**src/rtl/boron_key_sched_ctrl_if.sv**
```systemverilog
// Bundle between the cipher control / BORON key schedule and the round sequencer.
// The slave modport is the sequencer's view; master is the surrounding environment.
interface boron_key_sched_ctrl_if #(
    parameter int unsigned CNT_W = 5
);
    localparam int unsigned KEY_W = 128;
    localparam int unsigned RK_W  = 64;

    logic              start;
    logic              abort;
    logic [KEY_W-1:0]  key_in;
    logic [RK_W-1:0]   ks_rk;
    logic [KEY_W-1:0]  ks_key;
    logic              ks_select;
    logic [CNT_W-1:0]  ks_count;
    logic              busy;
    logic [RK_W-1:0]   rk_out;
    logic [CNT_W-1:0]  rk_index;
    logic              rk_valid;
    logic              done;

    modport slave (
        input  start, abort, key_in, ks_rk,
        output ks_key, ks_select, ks_count, busy, rk_out, rk_index, rk_valid, done
    );

    modport master (
        output start, abort, key_in, ks_rk,
        input  ks_key, ks_select, ks_count, busy, rk_out, rk_index, rk_valid, done
    );
endinterface

```
**src/rtl/boron_key_sched_ctrl.sv**
```systemverilog
// BORON key-schedule round sequencer: loads the master key, steps the schedule
// through NUM_ROUNDS updates and streams each round key out with a done pulse.
module boron_key_sched_ctrl #(
    parameter int unsigned NUM_ROUNDS = 25,
    parameter int unsigned CNT_W      = 5
) (
    input  logic                  clk,
    input  logic                  reset,
    boron_key_sched_ctrl_if.slave bus
);
    localparam int unsigned      KEY_W      = 128;
    localparam int unsigned      RK_W       = 64;
    localparam logic [CNT_W-1:0] LAST_ROUND = CNT_W'(NUM_ROUNDS);

    typedef enum logic [1:0] {
        ST_IDLE = 2'd0,
        ST_LOAD = 2'd1,
        ST_RUN  = 2'd2
    } state_e;

    state_e             state_q,    state_d;
    logic [CNT_W-1:0]   round_q,    round_d;
    logic [KEY_W-1:0]   ks_key_q,   ks_key_d;
    logic [RK_W-1:0]    rk_out_q,   rk_out_d;
    logic [CNT_W-1:0]   rk_index_q, rk_index_d;
    logic               rk_valid_q, rk_valid_d;
    logic               done_q,     done_d;
    logic               busy_q,     busy_d;
    logic               ks_select_c;
    logic [CNT_W-1:0]   ks_count_c;

    // State register
    always_ff @(posedge clk) begin
        if (reset) begin
            state_q    <= ST_IDLE;
            round_q    <= '0;
            ks_key_q   <= '0;
            rk_out_q   <= '0;
            rk_index_q <= '0;
            rk_valid_q <= 1'b0;
            done_q     <= 1'b0;
            busy_q     <= 1'b0;
        end else begin
            state_q    <= state_d;
            round_q    <= round_d;
            ks_key_q   <= ks_key_d;
            rk_out_q   <= rk_out_d;
            rk_index_q <= rk_index_d;
            rk_valid_q <= rk_valid_d;
            done_q     <= done_d;
            busy_q     <= busy_d;
        end
    end

    // Next-state and schedule control
    always_comb begin
        state_d     = state_q;
        round_d     = round_q;
        ks_key_d    = ks_key_q;
        rk_out_d    = rk_out_q;
        rk_index_d  = rk_index_q;
        rk_valid_d  = 1'b0;
        done_d      = 1'b0;
        busy_d      = busy_q;
        ks_select_c = 1'b0;
        ks_count_c  = '0;

        unique case (state_q)
            ST_IDLE: begin
                // busy lingers through the done cycle, so a start there is dropped
                busy_d = 1'b0;
                if (bus.start && !busy_q) begin
                    ks_key_d = bus.key_in;
                    round_d  = '0;
                    busy_d   = 1'b1;
                    state_d  = ST_LOAD;
                end
            end
            ST_LOAD: begin
                ks_select_c = 1'b1;
                state_d     = ST_RUN;
            end
            ST_RUN: begin
                ks_count_c = (round_q < LAST_ROUND) ? round_q + CNT_W'(1) : '0;
                rk_out_d   = bus.ks_rk;
                rk_index_d = round_q;
                rk_valid_d = 1'b1;
                if (round_q == LAST_ROUND) begin
                    done_d  = 1'b1;
                    round_d = '0;
                    state_d = ST_IDLE;
                end else begin
                    round_d = round_q + CNT_W'(1);
                end
            end
            default: begin
                state_d = ST_IDLE;
                round_d = '0;
                busy_d  = 1'b0;
            end
        endcase

        // Abort leaves the last captured key readable but no longer valid
        if (bus.abort && (state_q != ST_IDLE)) begin
            state_d    = ST_IDLE;
            round_d    = '0;
            busy_d     = 1'b0;
            rk_out_d   = rk_out_q;
            rk_index_d = rk_index_q;
            rk_valid_d = 1'b0;
            done_d     = 1'b0;
        end
    end

    assign bus.ks_key    = ks_key_q;
    assign bus.ks_select = ks_select_c;
    assign bus.ks_count  = ks_count_c;
    assign bus.busy      = busy_q;
    assign bus.rk_out    = rk_out_q;
    assign bus.rk_index  = rk_index_q;
    assign bus.rk_valid  = rk_valid_q;
    assign bus.done      = done_q;

endmodule

```
**src/flat_wrapper.sv**
```systemverilog
// flat-port wrapper written by rule: the top's interface ports become plain ports
module boron_key_sched_ctrl_flat 
#(
    parameter int unsigned NUM_ROUNDS = 25,
    parameter int unsigned CNT_W      = 5
)
  (clk, reset, bus_start, bus_abort, bus_key_in, bus_ks_rk, bus_ks_key, bus_ks_select, bus_ks_count, bus_busy, bus_rk_out, bus_rk_index, bus_rk_valid, bus_done);
  boron_key_sched_ctrl_if #(.CNT_W(CNT_W)) bus_i ();
  input  logic clk;
  input  logic reset;
  input wire logic [$bits(bus_i.start)-1:0] bus_start;
  input wire logic [$bits(bus_i.abort)-1:0] bus_abort;
  input wire logic [$bits(bus_i.key_in)-1:0] bus_key_in;
  input wire logic [$bits(bus_i.ks_rk)-1:0] bus_ks_rk;
  output wire logic [$bits(bus_i.ks_key)-1:0] bus_ks_key;
  output wire logic [$bits(bus_i.ks_select)-1:0] bus_ks_select;
  output wire logic [$bits(bus_i.ks_count)-1:0] bus_ks_count;
  output wire logic [$bits(bus_i.busy)-1:0] bus_busy;
  output wire logic [$bits(bus_i.rk_out)-1:0] bus_rk_out;
  output wire logic [$bits(bus_i.rk_index)-1:0] bus_rk_index;
  output wire logic [$bits(bus_i.rk_valid)-1:0] bus_rk_valid;
  output wire logic [$bits(bus_i.done)-1:0] bus_done;
  assign bus_i.start = bus_start;
  assign bus_i.abort = bus_abort;
  assign bus_i.key_in = bus_key_in;
  assign bus_i.ks_rk = bus_ks_rk;
  assign bus_ks_key = bus_i.ks_key;
  assign bus_ks_select = bus_i.ks_select;
  assign bus_ks_count = bus_i.ks_count;
  assign bus_busy = bus_i.busy;
  assign bus_rk_out = bus_i.rk_out;
  assign bus_rk_index = bus_i.rk_index;
  assign bus_rk_valid = bus_i.rk_valid;
  assign bus_done = bus_i.done;
  boron_key_sched_ctrl #(.NUM_ROUNDS(NUM_ROUNDS), .CNT_W(CNT_W)) u_core (.clk(clk), .reset(reset), .bus(bus_i));
endmodule
```
**config.mk**
```make
export PLATFORM = sky130hd
export DESIGN_NAME = boron_key_sched_ctrl_flat
export DESIGN_NICKNAME = d
export VERILOG_FILES = /design/src/rtl/boron_key_sched_ctrl_if.sv /design/src/rtl/boron_key_sched_ctrl.sv /design/src/flat_wrapper.sv
export SDC_FILE = /design/constraint.sdc
export NUM_CORES = 1
export LEC_CHECK = 0
export CELL_PAD_IN_SITES_DETAIL_PLACEMENT = 0
export CELL_PAD_IN_SITES_GLOBAL_PLACEMENT = 1
export CORE_MARGIN = 2
export CORE_UTILIZATION = 25
export CTS_BUF_LIST = sky130_fd_sc_hd__clkbuf_4 sky130_fd_sc_hd__clkbuf_8
export CTS_CLUSTER_DIAMETER = 30
export DETAILED_ROUTE_END_ITERATION = 10
export PLACE_DENSITY = 0.88
export REMOVE_ABC_BUFFERS = 1
export SLEW_MARGIN = 10
export SYNTH_ARGS = -nofsm -noshare
export SYNTH_HDL_FRONTEND = slang
export SYNTH_SLANG_ARGS = --single-unit
```
**constraint.sdc**
```tcl
create_clock -name clk -period 1.7 [get_ports clk]
set_input_delay 0.34 -clock clk [delete_from_list [all_inputs] [get_ports clk]]
set_output_delay 0.34 -clock clk [all_outputs]
set_load 0.05 [all_outputs]
```
==> metrics <==
status=complete, but fails checks; violated checks=setup timing; vias per inst=around 4.4; diodes inserted=0; antenna violations before repair=2; Logic pwr share=0.267; YS warnings=0; Yosys cell types=32; Cells after Synth=around 930; kind of critical path=flip-flop to primary output; Buffers on Ports=around 400; crit path DAT=~1.7 ns; Seq pwr share=0.329; Seq. cell area=a little over 4000 sq um; Int Pwr=between 10 and 15 mW; Nets=between 1,500 and 2,000; commonest non-fill, non-tap cell in the layout=nand2_1; Least-Margin Pin Slew=between 0.3 and 0.4 ns; share of cells above drive strength 1=0.274; Max VDD drop=771 uV; post-synthesis cell area=7420 sq um; max_cap viols=0; startpoint type of the worst setup path=flip-flop; Die H=between 150 and 200 um; Multi-input gate area=approximately 3000 sq um; max-slew violations=0; Final Hold Fails=0; TritonCTS clock tree=yes; Pleak=between 5 and 6 nW; placed cell count=approximately 1,700; fmax=roughly 0.5 GHz; CP top delay family=flip-flops; slowest stage cell, crit path=dfxtp_4; drt drc=0; power per cell area=roughly 1300 nW/um^2; critical path cell sequence=o311ai_4 > nand2_1 > buf_6 > nor2_4 > buf_12; DP HPWL=17,900 um; # setup viols final=6; antenna viol nets, final=0; minimum clock period=slightly above 2 ns; Sw Share=0.334; max_slew headroom=0.767; Period Utilization, post-route=1.20; Sw Pwr=5.61 mW; CTS max path bufs=3; most frequent cells in the layout=nand2_1, buf_4, dfxtp_1, clkdlybuf4s50_1, a21oi_1; final total power=roughly 17 mW; worst path required time=between 1 and 1.5 ns; ys flop type=dfxtp_1; first-pass GRT wire length=a little under 40,000 um; htree depth=2; row cnt=63; Num Clock Sinks=207; Skew-Pair Late Insertion Delay=~0.55 ns; register area share after synthesis=0.558; clock tree root driver cell=clkbuf_8; I/O pin count=roughly 400; core box area=29,400 sq um; #FFs+latches synth=roughly 210; asr flop ratio synth=0; routed len/inst=14.2 um; fin cells=1,794; placer congestion estimate=around 0.8; type of the worst min-delay path=input pin to flip-flop; worst-path maximum fanout=5; fillcell total=around 2,900; Clk pwr share=0.403; vias=between 7,000 and 8,000; Setup WS post-layout=-0.342 ns; Area growth syn-to-layout=75.5%; drt pass-1 iters=6; Crit. End Element=primary output; clock-pin slew on the worst setup and hold paths=0.05 ns; DR iter-0 viols=roughly 250; gr usage total=0.153; worst-case clock skew=around 0.013 ns; count of flip-flops with a built-in enable after synthesis=0; Num CTS Buffers=slightly above 50; total die area=31,100 sq um; GRT overflow=0; vias in the first global route=~7,700; Worst path max stage delay=about 0.37 ns; die width=176 um; buffers plus inverters on the worst setup path=2; Initial Util=0.252; RSZ-0062 raised after global routing=yes; WL final=25,600 um; Avg Synthesized Cell Area=between 7 and 8 sq um; pin count of the biggest net entering global routing=70
==> sequential cells by signal, summed over array words and instances (netlist names) <==
name and flops:
u_core.bus.ks_key 128, u_core.bus.rk_out 64, u_core.bus.rk_index 5, u_core.round_q 5, u_core.state_q 2, u_core.bus.busy 1, u_core.bus.done 1, u_core.bus.rk_valid 1
==> power groups by stage <==
stage / combinational, mW / sequential (mW) / clock (mW)
6_report: 4.49 / 5.53 / 6.78
5_1_grt: 4.79 / 5.58 / 7.22
4_1_cts: 4.51 / 5.53 / 6.96
3_5_place_dp: 4.47 / 5.63 / 0
3_3_place_gp: 4.45 / 5.61 / 0
2_1_floorplan: 1.06 / 7.08 / 0
==> logic make-up (layout without fill, tap and decap cells) <==
kind of cell / Yosys count / in the layout / synth area share
XOR/XNOR: 3 / 3 / 0.00354
adder cells (fa/ha/maj): 6 / 6 / 0.0101
buffers and inverters: 74 / 547 / 0.0512
flip-flops: 207 / 207 / 0.558
AO/OA/AOI/OAI: 211 / 211 / 0.150
AND/OR/NAND/NOR: 430 / 430 / 0.227
==> cell usage after synthesis (2+ instances only) <==
library cell / n / area (sq um)
nand2_1: 399 / 1500
dfxtp_1: 207 / 4140
a21oi_1: 191 / 956
clkbuf_1: 25 / 93.8
buf_2: 23 / 115
buf_4: 14 / 105
nor2_1: 11 / 41.3
a21oi_2: 10 / 87.6
nand3_1: 9 / 45.0
ha_1: 6 / 75.1
buf_1: 4 / 15.0
inv_1: 4 / 15.0
o31ai_1: 3 / 22.5
a31oi_1: 2 / 12.5
and2_1: 2 / 12.5
clkbuf_2: 2 / 10.0
nand2b_1: 2 / 12.5
nor2b_1: 2 / 12.5
xor2_1: 2 / 17.5
==> worst reg2reg max path, delay by kind of cell (launching register included) <==
family | cells | cell delay, ns
AND/OR/NAND/NOR | 3 | 0.47
flip-flops | 1 | 0.33
buffers and inverters | 2 | 0.33
adder cells (fa/ha/maj) | 1 | 0.25
AO/OA/AOI/OAI | 1 | 0.15
==> routing by layer <==
layer,wire length [um],GRT usage
met5,13,0
met4,529,0.0489
met3,3100,0.0672
met2,11900,0.256
met1,9990,0.176
==> worst paths after layout <==
path,slack (ns),to,start,depth (start not counted)
worst min-delay path,0.14,u_core.bus.ks_key[13],reset,2
worst max register to register,0.09,u_core.bus.rk_out[36],u_core.state_q[1],7
worst max-delay path,-0.34,bus_ks_count[2],u_core.round_q[2],5
worst min register to register,0.45,u_core.bus.ks_key[10],u_core.bus.ks_key[10],2
==> cell type report <==
cell class | count | share of cell area
clock buffers | 64 | 0.0652
clock inverters | 31 | 0.0263
inverters | 4 | 0.00115
multi-input cells | 650 | 0.234
flip-flops and latches | 207 | 0.319
well taps | 390 | 0.0375
repair buffers | 448 | 0.317
==> stage by stage <==
| stage | instance area [sq um] | setup TNS, ns | hold slack, ns | setup slack [ns] | util |
|---|---|---|---|---|---|
| after floorplan | 7060 | -465.83 | 0.402 | -3.28 | - |
| after global placement | 11600 | -0.234 | 0.442 | -0.0249 | 0.395 |
| after detailed placement | 11600 | -2.75 | 0.447 | -0.0695 | 0.395 |
| after CTS | 13000 | -1.90 | 0.104 | -0.369 | 0.441 |
| after global routing | 13000 | -2.07 | 0.106 | -0.396 | 0.443 |
| final | 13000 | -1.72 | 0.144 | -0.342 | 0.443 |
==> repair_timing <==
| action | 4_1_cts | 5_1_grt |
|---|---|---|
| hold endpoints to repair | 0 | 0 |
| cloned | 0 | 1 |
| pin swaps | 5 | 1 |
| setup endpoints to repair | 7 | 139 |
| buffers inserted | 3 | 0 |
| resized for setup | 32 | 7 |
| hold buffers | 0 | 0 |
(Power assumes the default switching activity.)
